--- src/rtl/fft_pkg.sv ---
// Shared definitions for the FFT datapath: sample/twiddle widths and the
// butterfly scheduler state encoding.
package fft_pkg;

    localparam int SAMPLE_SIZE      = 16;
    localparam int TWIDDLE_SIZE     = 16;
    localparam int CALCULATION_SIZE = 2 * SAMPLE_SIZE;
    localparam int BUFFER_SIZE      = 1024;

    typedef enum logic [2:0] {
        IDLE,
        ISSUE,
        WAIT,
        WRITE,
        FIN
    } fft_sched_state_t;

endpackage

--- src/rtl/fft_addr_gen.sv ---
// Combinational radix-2 DIT address generator: maps (stage, butterfly) to the
// even/odd buffer addresses and the twiddle ROM index.
module fft_addr_gen #(
    parameter int LOG2_N = 10,
    parameter int ADDR_W = LOG2_N,
    parameter int TW_W   = (ADDR_W > 1) ? ADDR_W - 1 : 1
) (
    input  logic [LOG2_N-1:0] stage_i,
    input  logic [TW_W-1:0]   bfly_i,
    output logic [ADDR_W-1:0] even_o,
    output logic [ADDR_W-1:0] odd_o,
    output logic [TW_W-1:0]   tw_o
);

    logic [ADDR_W-1:0] j_w;
    logic [ADDR_W-1:0] half;
    logic [ADDR_W-1:0] k;
    logic [ADDR_W-1:0] even;
    logic [LOG2_N-1:0] s_p1;
    logic [LOG2_N-1:0] tw_sh;

    // Bit s of the even address is always 0, so OR-ing half equals adding it.
    always_comb begin
        j_w   = ADDR_W'(bfly_i);
        half  = ADDR_W'(1) << stage_i;
        k     = j_w & (half - ADDR_W'(1));
        s_p1  = stage_i + LOG2_N'(1);
        tw_sh = LOG2_N'(LOG2_N - 1) - stage_i;
        even  = ((j_w >> stage_i) << s_p1) | k;
    end

    assign even_o = even;
    assign odd_o  = even | half;
    assign tw_o   = TW_W'(k) << tw_sh;

endmodule

--- src/rtl/fft_butterfly_scheduler.sv ---
// Sequences an in-place radix-2 DIT FFT through one shared butterfly unit:
// issue read, wait for done, write back, for every stage and butterfly.
module fft_butterfly_scheduler
    import fft_pkg::*;
#(
    parameter int  NUM_SAMPLES = 1024,
    parameter int  LOG2_N      = $clog2(NUM_SAMPLES),
    parameter int  ADDR_W      = LOG2_N,
    localparam int TW_W        = (ADDR_W > 1) ? ADDR_W - 1 : 1
) (
    input  logic              clock,
    input  logic              reset,
    input  logic              start,
    input  logic              abort,
    output logic              bfly_read,
    input  logic              bfly_done,
    output logic [ADDR_W-1:0] even_addr,
    output logic [ADDR_W-1:0] odd_addr,
    output logic [TW_W-1:0]   twiddle_index,
    output logic              wr_en,
    output logic [LOG2_N-1:0] stage,
    output logic              busy,
    output logic              done
);

    localparam logic [TW_W-1:0]   J_LAST = TW_W'(NUM_SAMPLES / 2 - 1);
    localparam logic [LOG2_N-1:0] S_LAST = LOG2_N'(LOG2_N - 1);

    fft_sched_state_t  state_q, state_d;
    logic [LOG2_N-1:0] stage_q, stage_d;
    logic [TW_W-1:0]   bfly_q, bfly_d;
    logic [ADDR_W-1:0] even_q, odd_q, even_c, odd_c;
    logic [TW_W-1:0]   tw_q, tw_c;
    logic              load;
    logic              abort_hit;

    // Addresses are computed from the next (stage, butterfly) so they are
    // already valid in the ISSUE cycle and hold through WRITE.
    fft_addr_gen #(
        .LOG2_N (LOG2_N),
        .ADDR_W (ADDR_W),
        .TW_W   (TW_W)
    ) u_addr_gen (
        .stage_i (stage_d),
        .bfly_i  (bfly_d),
        .even_o  (even_c),
        .odd_o   (odd_c),
        .tw_o    (tw_c)
    );

    always_ff @(posedge clock or negedge reset) begin
        if (!reset) begin
            state_q <= IDLE;
            stage_q <= '0;
            bfly_q  <= '0;
            even_q  <= '0;
            odd_q   <= '0;
            tw_q    <= '0;
        end else begin
            state_q <= state_d;
            stage_q <= stage_d;
            bfly_q  <= bfly_d;
            if (load) begin
                even_q <= even_c;
                odd_q  <= odd_c;
                tw_q   <= tw_c;
            end
        end
    end

    assign abort_hit = abort && (state_q != IDLE);

    always_comb begin
        state_d   = state_q;
        stage_d   = stage_q;
        bfly_d    = bfly_q;
        load      = 1'b0;
        bfly_read = 1'b0;
        wr_en     = 1'b0;
        done      = 1'b0;
        if (abort_hit) begin
            state_d = IDLE;
        end else begin
            case (state_q)
                IDLE: begin
                    if (start) begin
                        state_d = ISSUE;
                        stage_d = '0;
                        bfly_d  = '0;
                        load    = 1'b1;
                    end
                end
                ISSUE: begin
                    bfly_read = 1'b1;
                    state_d   = WAIT;
                end
                WAIT: begin
                    if (bfly_done) begin
                        state_d = WRITE;
                    end
                end
                WRITE: begin
                    wr_en = 1'b1;
                    if (bfly_q == J_LAST && stage_q == S_LAST) begin
                        state_d = FIN;
                    end else if (bfly_q == J_LAST) begin
                        bfly_d  = '0;
                        stage_d = stage_q + LOG2_N'(1);
                        state_d = ISSUE;
                        load    = 1'b1;
                    end else begin
                        bfly_d  = bfly_q + TW_W'(1);
                        state_d = ISSUE;
                        load    = 1'b1;
                    end
                end
                FIN: begin
                    done    = 1'b1;
                    state_d = IDLE;
                end
                default: begin
                    state_d = IDLE;
                end
            endcase
        end
    end

    assign busy          = (state_q != IDLE);
    assign even_addr     = even_q;
    assign odd_addr      = odd_q;
    assign twiddle_index = tw_q;
    assign stage         = stage_q;

endmodule
--- config.mk ---
export PLATFORM = sky130hd
export DESIGN_NAME = fft_butterfly_scheduler
export DESIGN_NICKNAME = d
export VERILOG_FILES = /design/src/rtl/fft_pkg.sv /design/src/rtl/fft_addr_gen.sv /design/src/rtl/fft_butterfly_scheduler.sv
export SDC_FILE = /design/constraint.sdc
export NUM_CORES = 1
export LEC_CHECK = 0
export ABC_CLOCK_PERIOD_IN_PS = 6240
export CAP_MARGIN = 20
export CORE_MARGIN = 5
export CORE_UTILIZATION = 45
export DETAILED_ROUTE_END_ITERATION = 12
export PLACE_DENSITY = 0.65
export SETUP_SLACK_MARGIN = 0.2
export SLEW_MARGIN = 15
export SYNTH_ARGS = -nofsm -noshare
export SYNTH_HDL_FRONTEND = slang
export SYNTH_SLANG_ARGS = --single-unit
--- constraint.sdc ---
create_clock -name clock -period 6.24 [get_ports clock]
set_clock_uncertainty 0.2 [all_clocks]
set_input_delay 1.248 -clock clock [delete_from_list [all_inputs] [get_ports clock]]
set_output_delay 1.248 -clock clock [all_outputs]
set_load 0.005 [all_outputs]
==> run metrics <==
initial drt markers=460; Leak=1.96 nW; status=finished clean; Worst Path Required=6230 ps; largest net degree at the start of global routing=52; ant diodes=0; TritonCTS clock tree=yes; cts hold-fix bufs=0; Hold EP=even_addr[7]; Hold Path Origin=even_addr[7]; clock buffer depth=2; Worst R2R Start=bfly_q[0]; Via-to-Cell Ratio=between 6 and 7; Initial Util=0.457; number of flops mapped to enable cells by yosys=0; num rows=35; Register-to-Register Path Depth=19; max-cap viol count=0; hold depth=2; Remaining DRCs=0; Reg clk slew, reported paths=100 ps; ANT nets after route=0; Min Clock Period, post-route=5560 ps; min-delay worst type=flop to flop; Die Area=approximately 0.011 mm2; routed wire length=approximately 14,000 um; area of placed instances=~0.0048 mm2; crit path kind=flop to flop; RSZ-0062 raised after global routing=false; CP Capture Type=flop; top_reg_cell synth=dfrtp_1; CTS root buffer=clkbuf_8; Final Cell Area=a little under 0.005 mm2; Seq cells post-synth=between 50 and 60; GPL Wtd Cong=around 0.94; first drt pass iteration count=6; Pwr Density=between 200 and 250 mW/mm2; crit path max fanout=20; worst r2r dst=odd_addr[6]; Total GRT Usage=0.248; area delta synth->final=15.8%; Die Ht=around 110 um; CTS buffer count=5; Final Slew Violations=0; Hold Violations, Final=0; postcts setup bufs=0; Design Power=1.18 mW; layout cells sized above 1=0.116; Resized Gates After CTS=0; Final nets=~560; Post-synth ARST share=1.00; num ports=48; cells after synthesis=around 510; f_max=around 180 MHz; final setup fails=0; post-synth cell types=94; syn_nets=roughly 520; antenna violations before repair=0; GRT Residual Overflow=0; post-synthesis sequential area ratio=0.305; setup TNS=0 ps; die span in x=106 um; Peak VDD IR=about 160 uV; DP HPWL=around 10,000 um; CTS Sinks=around 50; Synth Area per Inst=about 8.2 um2; warnings from Yosys=0; Worst-Skew Late Latency=approximately 310 ps; Final Cycle Share=0.891; worst slew pin tran=around 800 ps; Vias=between 4,000 and 5,000; first-pass GRT wire length=about 22,000 um; Slew headroom=0.451; Avg WL per Cell=between 20 and 25 um; reg2reg setup slack=between 600 and 700 ps; crit path DAT=5550 ps; crit path launch type=flop; vias in the first global route=roughly 4,000; IO Port Bufs=47; # H-tree levels=2; CORE AREA=between 0.009 and 0.01 mm2; Mapped Area=~0.0042 mm2
[kinds of logic after synthesis]
group	share of synthesized area
and+or+nand+nor	0.290
AOI/OAI and AO/OA	0.284
DFF	0.305
buffers and inverters	0.0532
xor gates and xnor gates	0.0251
muxes	0.0194
adders and majority gates	0.0239
[final cells by class]
type	count	area [um2]
Clock inverter	1	8.76
Tap cell	111	139
Sequential cell	51	1280
Clock buffer	7	86.3
Timing Repair Buffer	62	578
Inverter	19	73.8
Fill cell	864	4300
Multi-Input combinational cell	410	2690
[synth_stat cells, types with 8 or more instances]
library cell	count	area, um2
buf_2	11	55.1
o21ai_1	8	40.0
o21ai_0	22	110
o211ai_1	12	90.1
nand3_1	22	110
ha_1	8	100
a31oi_1	20	125
nand4_1	12	75.1
nor2_1	50	188
xnor2_1	10	87.6
dfrtp_1	51	1280
nor3_1	16	80.1
clkbuf_1	14	52.6
a21oi_1	29	145
nand2_1	46	173
a211oi_1	10	75.1
inv_1	12	45.0
[where the power goes]
group	switching, mW	leakage [nW]	internal, mW
Combinational	0.268	1.24	0.236
Clock	0.117	0.0484	0.0913
Sequential	0.0685	0.672	0.397
Total	0.454	1.96	0.724
[stage by stage]
step | setup slack (ps) | hold WS, ps | utilization | std cells
floorplan | 1630 | 273 | - | 511
global placement | 751 | 272 | 0.519 | 653
detailed placement | 619 | 284 | 0.519 | 653
CTS | 740 | 307 | 0.530 | 661
global route | 247 | 336 | 0.530 | 661
finish | 683 | 302 | 0.530 | 661
[registers in the layout, summed over array words and instances (netlist names)]
register,flops
even_addr,10
odd_addr,10
stage,10
bfly_q,9
twiddle_index,9
state_q,3
[layout by cell type, fill, tap and decap left out, drive strengths merged, types with 10 or more instances in the layout]
| cell type | count |
|---|---|
| o211ai | 13 |
| inv | 18 |
| nand2 | 49 |
| a31oi | 21 |
| buf | 16 |
| xnor2 | 10 |
| dfrtp | 51 |
| nand3 | 24 |
| a21oi | 30 |
| clkdlybuf4s50 | 46 |
| a211oi | 12 |
| nand4 | 12 |
| o21ai | 32 |
| nor2 | 51 |
| nor3 | 19 |
[critical path: stages (launching register included)]
cell,delay (ps)
dfrtp_1,440
ha_1,240
and3_1,220
nand3_1,130
nor2_1,150
ha_1,620
and4_1,400
a31oi_1,130
o22ai_2,370
inv_2,200
nor3_2,240
nand4_1,270
nor3_1,330
inv_1,80
ha_1,380
a21boi_1,230
xor2_1,200
o21ai_0,180
a211oi_1,320
a21oi_1,120
[worst max path at each step]
| stage | slack, ps | from | depth (start not counted) | end |
|---|---|---|---|---|
| floorplan | 1630 | start | 14 | twiddle_index[8] |
| global placement | 750 | abort | 16 | odd_addr[6] |
| detailed placement | 620 | abort | 16 | odd_addr[6] |
| CTS | 740 | bfly_q[0] | 19 | odd_addr[6] |
| global route | 250 | bfly_q[0] | 19 | odd_addr[6] |
| finish | 680 | bfly_q[0] | 19 | odd_addr[6] |
[layer usage]
metal	up-vias	wire length, um	global-route usage
met3	31	1150	0.0352
met1	2077	6300	0.369
met4	0	369	0.0712
met2	220	6330	0.373
li1	2025	-	-
met5	-	0	0
No activity file was read; power rests on OpenSTA's default activity.
